<file path="src/rtl/cs_measure.sv">
// cs_measure: compressive-sensing measurement engine.
//
// Takes a frame of N unsigned samples and produces M signed measurements
// y[m] = sum_n phi(m,n) * x[n], with phi a +/-1 Bernoulli matrix generated
// on the fly by a 16-bit Fibonacci LFSR.
//
// Handshakes use valid/ready: a transfer happens on a rising clk edge where
// valid and ready are both high. Ready never depends on valid.
// Once out_valid is raised, out_data/out_last hold until out_ready is seen.
//
// Ports:
//   clk, rst_n          clock, asynchronous active-low reset
//   in_valid/in_data    sample stream in (DW-bit unsigned)
//   in_ready            high in COLLECT only
//   out_valid/out_data  measurement stream out (AW-bit signed)
//   out_last            marks y[M-1]
//   out_ready           downstream accept
//   frame_done          one-cycle pulse after the final output transfer
module cs_measure #(
  parameter int          N    = 64,
  parameter int          M    = 16,
  parameter int          DW   = 8,
  parameter int          AW   = 15,
  parameter logic [15:0] SEED = 16'hACE1
) (
  input  logic          clk,
  input  logic          rst_n,
  input  logic          in_valid,
  input  logic [DW-1:0] in_data,
  output logic          in_ready,
  output logic          out_valid,
  output logic [AW-1:0] out_data,
  output logic          out_last,
  input  logic          out_ready,
  output logic          frame_done
);

  localparam int MW = (M > 1) ? $clog2(M) : 1;
  localparam int NW = (N > 1) ? $clog2(N) : 1;

  typedef enum logic [1:0] {
    INIT    = 2'd0,
    COLLECT = 2'd1,
    ACCUM   = 2'd2,
    OUTPUT  = 2'd3
  } state_t;

  state_t        state;
  state_t        stateNext;
  logic          initWait;
  logic [15:0]   lfsr;
  logic [15:0]   lfsrNext;
  logic [DW-1:0] sample;
  logic [AW-1:0] sampleExt;
  logic [MW-1:0] mIdx;
  logic [MW-1:0] kIdx;
  logic [NW-1:0] sCnt;
  logic [AW-1:0] acc [M];
  logic          lastM;
  logic          lastK;
  logic          lastS;
  logic          outFire;

  assign lastM     = (mIdx == MW'(M - 1));
  assign lastK     = (kIdx == MW'(M - 1));
  assign lastS     = (sCnt == NW'(N - 1));
  assign sampleExt = {{(AW - DW){1'b0}}, sample};

  // Taps x^16+x^14+x^13+x^11+1, shifting right: new MSB = b0^b2^b3^b5.
  assign lfsrNext = {lfsr[0] ^ lfsr[2] ^ lfsr[3] ^ lfsr[5], lfsr[15:1]};

  assign in_ready  = (state == COLLECT);
  assign out_valid = (state == OUTPUT);
  assign out_last  = out_valid && lastK;
  // Gated by state so the output reads zero the instant reset asserts.
  assign out_data  = out_valid ? acc[kIdx] : '0;
  assign outFire   = out_valid && out_ready;

  always_comb begin
    stateNext = state;
    case (state)
      // INIT spends two cycles (clear, then settle), so in_ready rises on
      // the second edge after reset release.
      INIT:    if (initWait) stateNext = COLLECT;
      COLLECT: if (in_valid) stateNext = ACCUM;
      ACCUM:   if (lastM) stateNext = lastS ? OUTPUT : COLLECT;
      OUTPUT:  if (out_ready && lastK) stateNext = COLLECT;
      default: stateNext = INIT;
    endcase
  end

  always_ff @(posedge clk or negedge rst_n) begin
    if (!rst_n) begin
      state      <= INIT;
      initWait   <= 1'b0;
      lfsr       <= SEED;
      sample     <= '0;
      mIdx       <= '0;
      kIdx       <= '0;
      sCnt       <= '0;
      frame_done <= 1'b0;
      for (int i = 0; i < M; i++) acc[i] <= '0;
    end else begin
      state      <= stateNext;
      initWait   <= (state == INIT);
      frame_done <= outFire && lastK;
      case (state)
        INIT: begin
          lfsr <= SEED;
          mIdx <= '0;
          kIdx <= '0;
          sCnt <= '0;
          for (int i = 0; i < M; i++) acc[i] <= '0;
        end
        COLLECT: begin
          if (in_valid) begin
            sample <= in_data;
            mIdx   <= '0;
          end
        end
        ACCUM: begin
          acc[mIdx] <= lfsr[0] ? (acc[mIdx] + sampleExt)
                               : (acc[mIdx] - sampleExt);
          lfsr      <= lfsrNext;
          mIdx      <= mIdx + 1'b1;
          if (lastM) begin
            if (lastS) kIdx <= '0;
            else       sCnt <= sCnt + 1'b1;
          end
        end
        OUTPUT: begin
          if (out_ready) begin
            kIdx <= kIdx + 1'b1;
            // Frame complete: reseed so every frame sees the same matrix.
            if (lastK) begin
              lfsr <= SEED;
              sCnt <= '0;
              kIdx <= '0;
              for (int i = 0; i < M; i++) acc[i] <= '0;
            end
          end
        end
        default: ;
      endcase
    end
  end

endmodule

</file>
<file path="config.mk">
export PLATFORM = sky130hd
export DESIGN_NAME = cs_measure
export DESIGN_NICKNAME = d
export VERILOG_FILES = /design/src/rtl/cs_measure.sv
export SDC_FILE = /design/constraint.sdc
export NUM_CORES = 1
export LEC_CHECK = 0
export CORE_AREA = 2 2 155 188
export DETAILED_ROUTE_END_ITERATION = 7
export DIE_AREA = 0 0 157 190
export PLACE_DENSITY = 0.68
export SETUP_SLACK_MARGIN = 0.2
export SYNTH_ARGS = -nofsm -noshare
export SYNTH_HDL_FRONTEND = slang
export SYNTH_SLANG_ARGS = --single-unit
</file>
<file path="constraint.sdc">
create_clock -name clk -period 5.5 [get_ports clk]
set_input_delay 1.1 -clock clk [delete_from_list [all_inputs] [get_ports clk]]
set_output_delay 1.1 -clock clk [all_outputs]
set_load 0.005 [all_outputs]
</file>
==> out/metrics.cfg <==
[synth]
synthFlopType = dfrtp_1
yosysWarnings = 0
synth_nets = 1222
syn_inst = 1182
synth_enable_flop_cells = 0
yosysSeqAreaShare_pct = 46.5
synth.distinct_cells = 46
avgSynthCellArea_um2 = 12.8
synthArstFlopShare_pct = 100
syn_area_mm2 = 0.0152
ys_seq_elements = 282

[route]
post_drt_wl_per_cell_um = 28.9
viasPerCell = 7.05
remaining_drc_errors = 0
routed_wl_um = 45700
drt_first_iter_violations = 1223
vias = 11100
antenna_left = 0
first_pass_iters = 5

[clock_tree]
cts_post_setup_buffers_inserted = 0
clockRootBuffer = clkbuf_16
htreeDepth = 1
numCtsBuffers = 30
clock_latency_ps = 570
numClockSinks = 282
ctsHoldBuffers = 0
clk_path_buf_depth = 3
cts-resized-gates = 0
cts.reportedPaths.clkPinSlew_ps = 60
cts_tree = built

[timing]
finalSetupTns_ps = 0
setup_viol = 0
slew_headroom_pct = 12.1
finalMaxSlewViolations = 0
fin_crit_sh_pct = 83.2
max_slew.worst_pin.slew_ps = 1320
rsz0062_at_grt = no
setup_ws_ps = 924
worst_clock_skew_ps = 30.2
finalHoldViolations = 0
period_needed_ps = 4580
fmax_mhz = 219

[worst_setup_path]
startpoint = kIdx[0]$_DFFE_PN0P_
worst_path_most_repeated_cell = mux4_2
cp_data_arrival_time_ps = 3480
crit_buf_inv = 2
crit_slowest_cell = dfrtp_4
crit_type = reg -> out
cp-start-kind = flop
cp_top_family = multiplexers
max_stage_delay_ps = 820
endpoint_kind = output pin
reg2reg_from = mIdx[0]$_DFFE_PN0P_
crit_chain = buf_12 > mux4_2 > mux4_2 > and2_1 > clkdlybuf4s50_1
required_ps = 4400
cp_max_fo = 30

[power]
sw_frac_of_total_pct = 43.4
pwr-share-comb_pct = 39.7
power_switching_mw = 3.31
intPower_mw = 4.32
p_seq_share_pct = 31.6
p_leak_nw = 7.23
power_density_mw_per_mm2 = 449
ir_worst_vdd_mv = 0.419
total_power_mw = 7.63
clkPwrFrac_pct = 28.7

[layout]
n_antenna_cell = 0
area_delta_synth_final_pct = 11.8
drive_gt1_share_pct = 22.7
finalNetCount = 1209
nFillCells = 2145

[worst_hold_path]
hold_start = lfsr[10]$_DFFE_PN1P_
hp-class = reg -> reg

[grt]
antenna_found_initial = 1
grtUsageTotal_pct = 31.5
grt_pass1_vias = 11200
grt_max_degree = 120
grt_pass1_wl_um = 69000
grt_overflow = 0

[place]
hpwlAfterDp_um = 27300
gp_congestion = 0.936
numPortBuffers = 30
dpl_worst_slack_ps = 1090

[run]
drv_cap = 0

[floorplan]
ios = 31
core_mm2 = 0.0282
rows = 68
initial_core_util_pct = 53.9
dieArea_mm2 = 0.0298
die_y_um = 190
fp.dieW_um = 157

[run_status]
outcome = complete, no violations

[path summary, 6_finish.rpt]
path / end / cells after the start / slack, ps
setup / recovery: out_data[11] / 5 / 920
hold / removal: lfsr[10]$_DFFE_PN1P_ / 2 / 460
setup reg to reg: acc[194]$_DFFE_PN0P_ / 11 / 1060
hold reg to reg: lfsr[10]$_DFFE_PN1P_ / 2 / 460
max in group asynchronous: acc[196]$_DFFE_PN0P_ / 2 / 3630
min in group asynchronous: acc[231]$_DFFE_PN0P_ / 1 / 640
[layout by cell type (no fill, tap or decap), drive strengths merged, types with 9 or more instances in the layout]
| master | instances |
|---|---|
| nand2 | 126 |
| inv | 20 |
| clkdlybuf4s50 | 29 |
| dfrtp | 274 |
| nor2 | 41 |
| clkbuf | 37 |
| mux2 | 10 |
| xor2 | 17 |
| a31oi | 10 |
| o21ai | 54 |
| a22o | 210 |
| clkinv | 12 |
| nand3 | 17 |
| and2 | 20 |
| a21oi | 24 |
| nor3 | 9 |
| ha | 27 |
| buf | 29 |
| mux4 | 149 |
[worst min-delay path: cells and delay by family, from the launching register on]
| family | cells | cell delay, ps |
|---|---|---|
| and+or+nand+nor | 2 | 90 |
| DFF | 1 | 370 |
[cell usage after synthesis (all sizes together) (2+ instances only)]
master	count	share of area, %
and2	20	0.82
a21oi	24	0.79
and3	8	0.33
nor3	9	0.30
nand4	3	0.12
nor3b	2	0.099
a22o	210	12
nand3	17	0.56
ha	27	2.2
a211oi	4	0.23
inv	19	0.47
clkbuf	63	1.6
xnor2	8	0.51
buf	40	1.3
o21ai	54	1.8
nor2	41	1.0
nand2	126	3.1
nor4	3	0.12
nand2b	8	0.33
dfrtp	274	45
mux2	10	0.74
a21o	5	0.25
mux4	149	22
o21bai	2	0.099
dfstp	8	1.4
nor2b	3	0.12
or3	5	0.21
a31oi	10	0.41
o21a	3	0.15
xor2	17	0.98
[flip-flops by register name, summed over array words and instances, names as in the netlist, 2 cells and up]
name    count
lfsr       16
state       2
mIdx        4
kIdx        4
sample      8
acc       240
sCnt        6
[layer usage]
| metal | vias up | track usage, % | routed length [um] |
|---|---|---|---|
| met5 | - | 0 | 17 |
| met4 | 2 | 16.1 | 2770 |
| met3 | 165 | 7.22 | 4750 |
| met2 | 655 | 47.6 | 21000 |
| met1 | 5746 | 43.2 | 17100 |
| li1 | 4552 | - | - |
[kinds of logic (layout without fill, tap and decap cells)]
| family | count (synthesis) | after routing | share of synthesized area (%) |
|---|---|---|---|
| buffers and inverters | 122 | 133 | 3.34 |
| AND/OR/NAND/NOR | 245 | 245 | 7.14 |
| XOR/XNOR | 25 | 25 | 1.49 |
| multiplexers | 160 | 160 | 22.9 |
| adder cells (fa/ha/maj) | 28 | 28 | 2.36 |
| AO/OA/AOI/OAI | 320 | 320 | 16.2 |
| flip-flops | 282 | 282 | 46.5 |
[stage by stage]
step / utilization, % / std cells / hold slack, ps / cell area (um2)
after global placement: 56.5 / 1522 / 446 / 15900
after global routing: 60.3 / 1578 / 484 / 17000
after floorplan: - / 1182 / 435 / 15200
final: 60.3 / 1578 / 464 / 17000
after CTS: 60.3 / 1578 / 468 / 17000
after detailed placement: 56.5 / 1522 / 455 / 15900
[cell type report]
cell class	count	area, um2	share of cell area [%]
clock buffer	37	828	4.88
tap	385	482	2.84
timing repair buffer	58	578	3.40
clock inverter	19	233	1.37
multi-input combinational	778	7720	45.4
inverter	19	71.3	0.420
sequential	282	7080	41.7
[power groups by stage]
stage	Combinational, mW	Clock, mW	Sequential [mW]
after floorplan	1.96	0	2.30
after global placement	2.93	0	2.45
after detailed placement	2.95	0	2.45
after CTS	2.98	2.19	2.42
after global routing	3.19	2.28	2.44
final	3.03	2.19	2.41
Note: power is estimated with default switching activity, not from simulation.
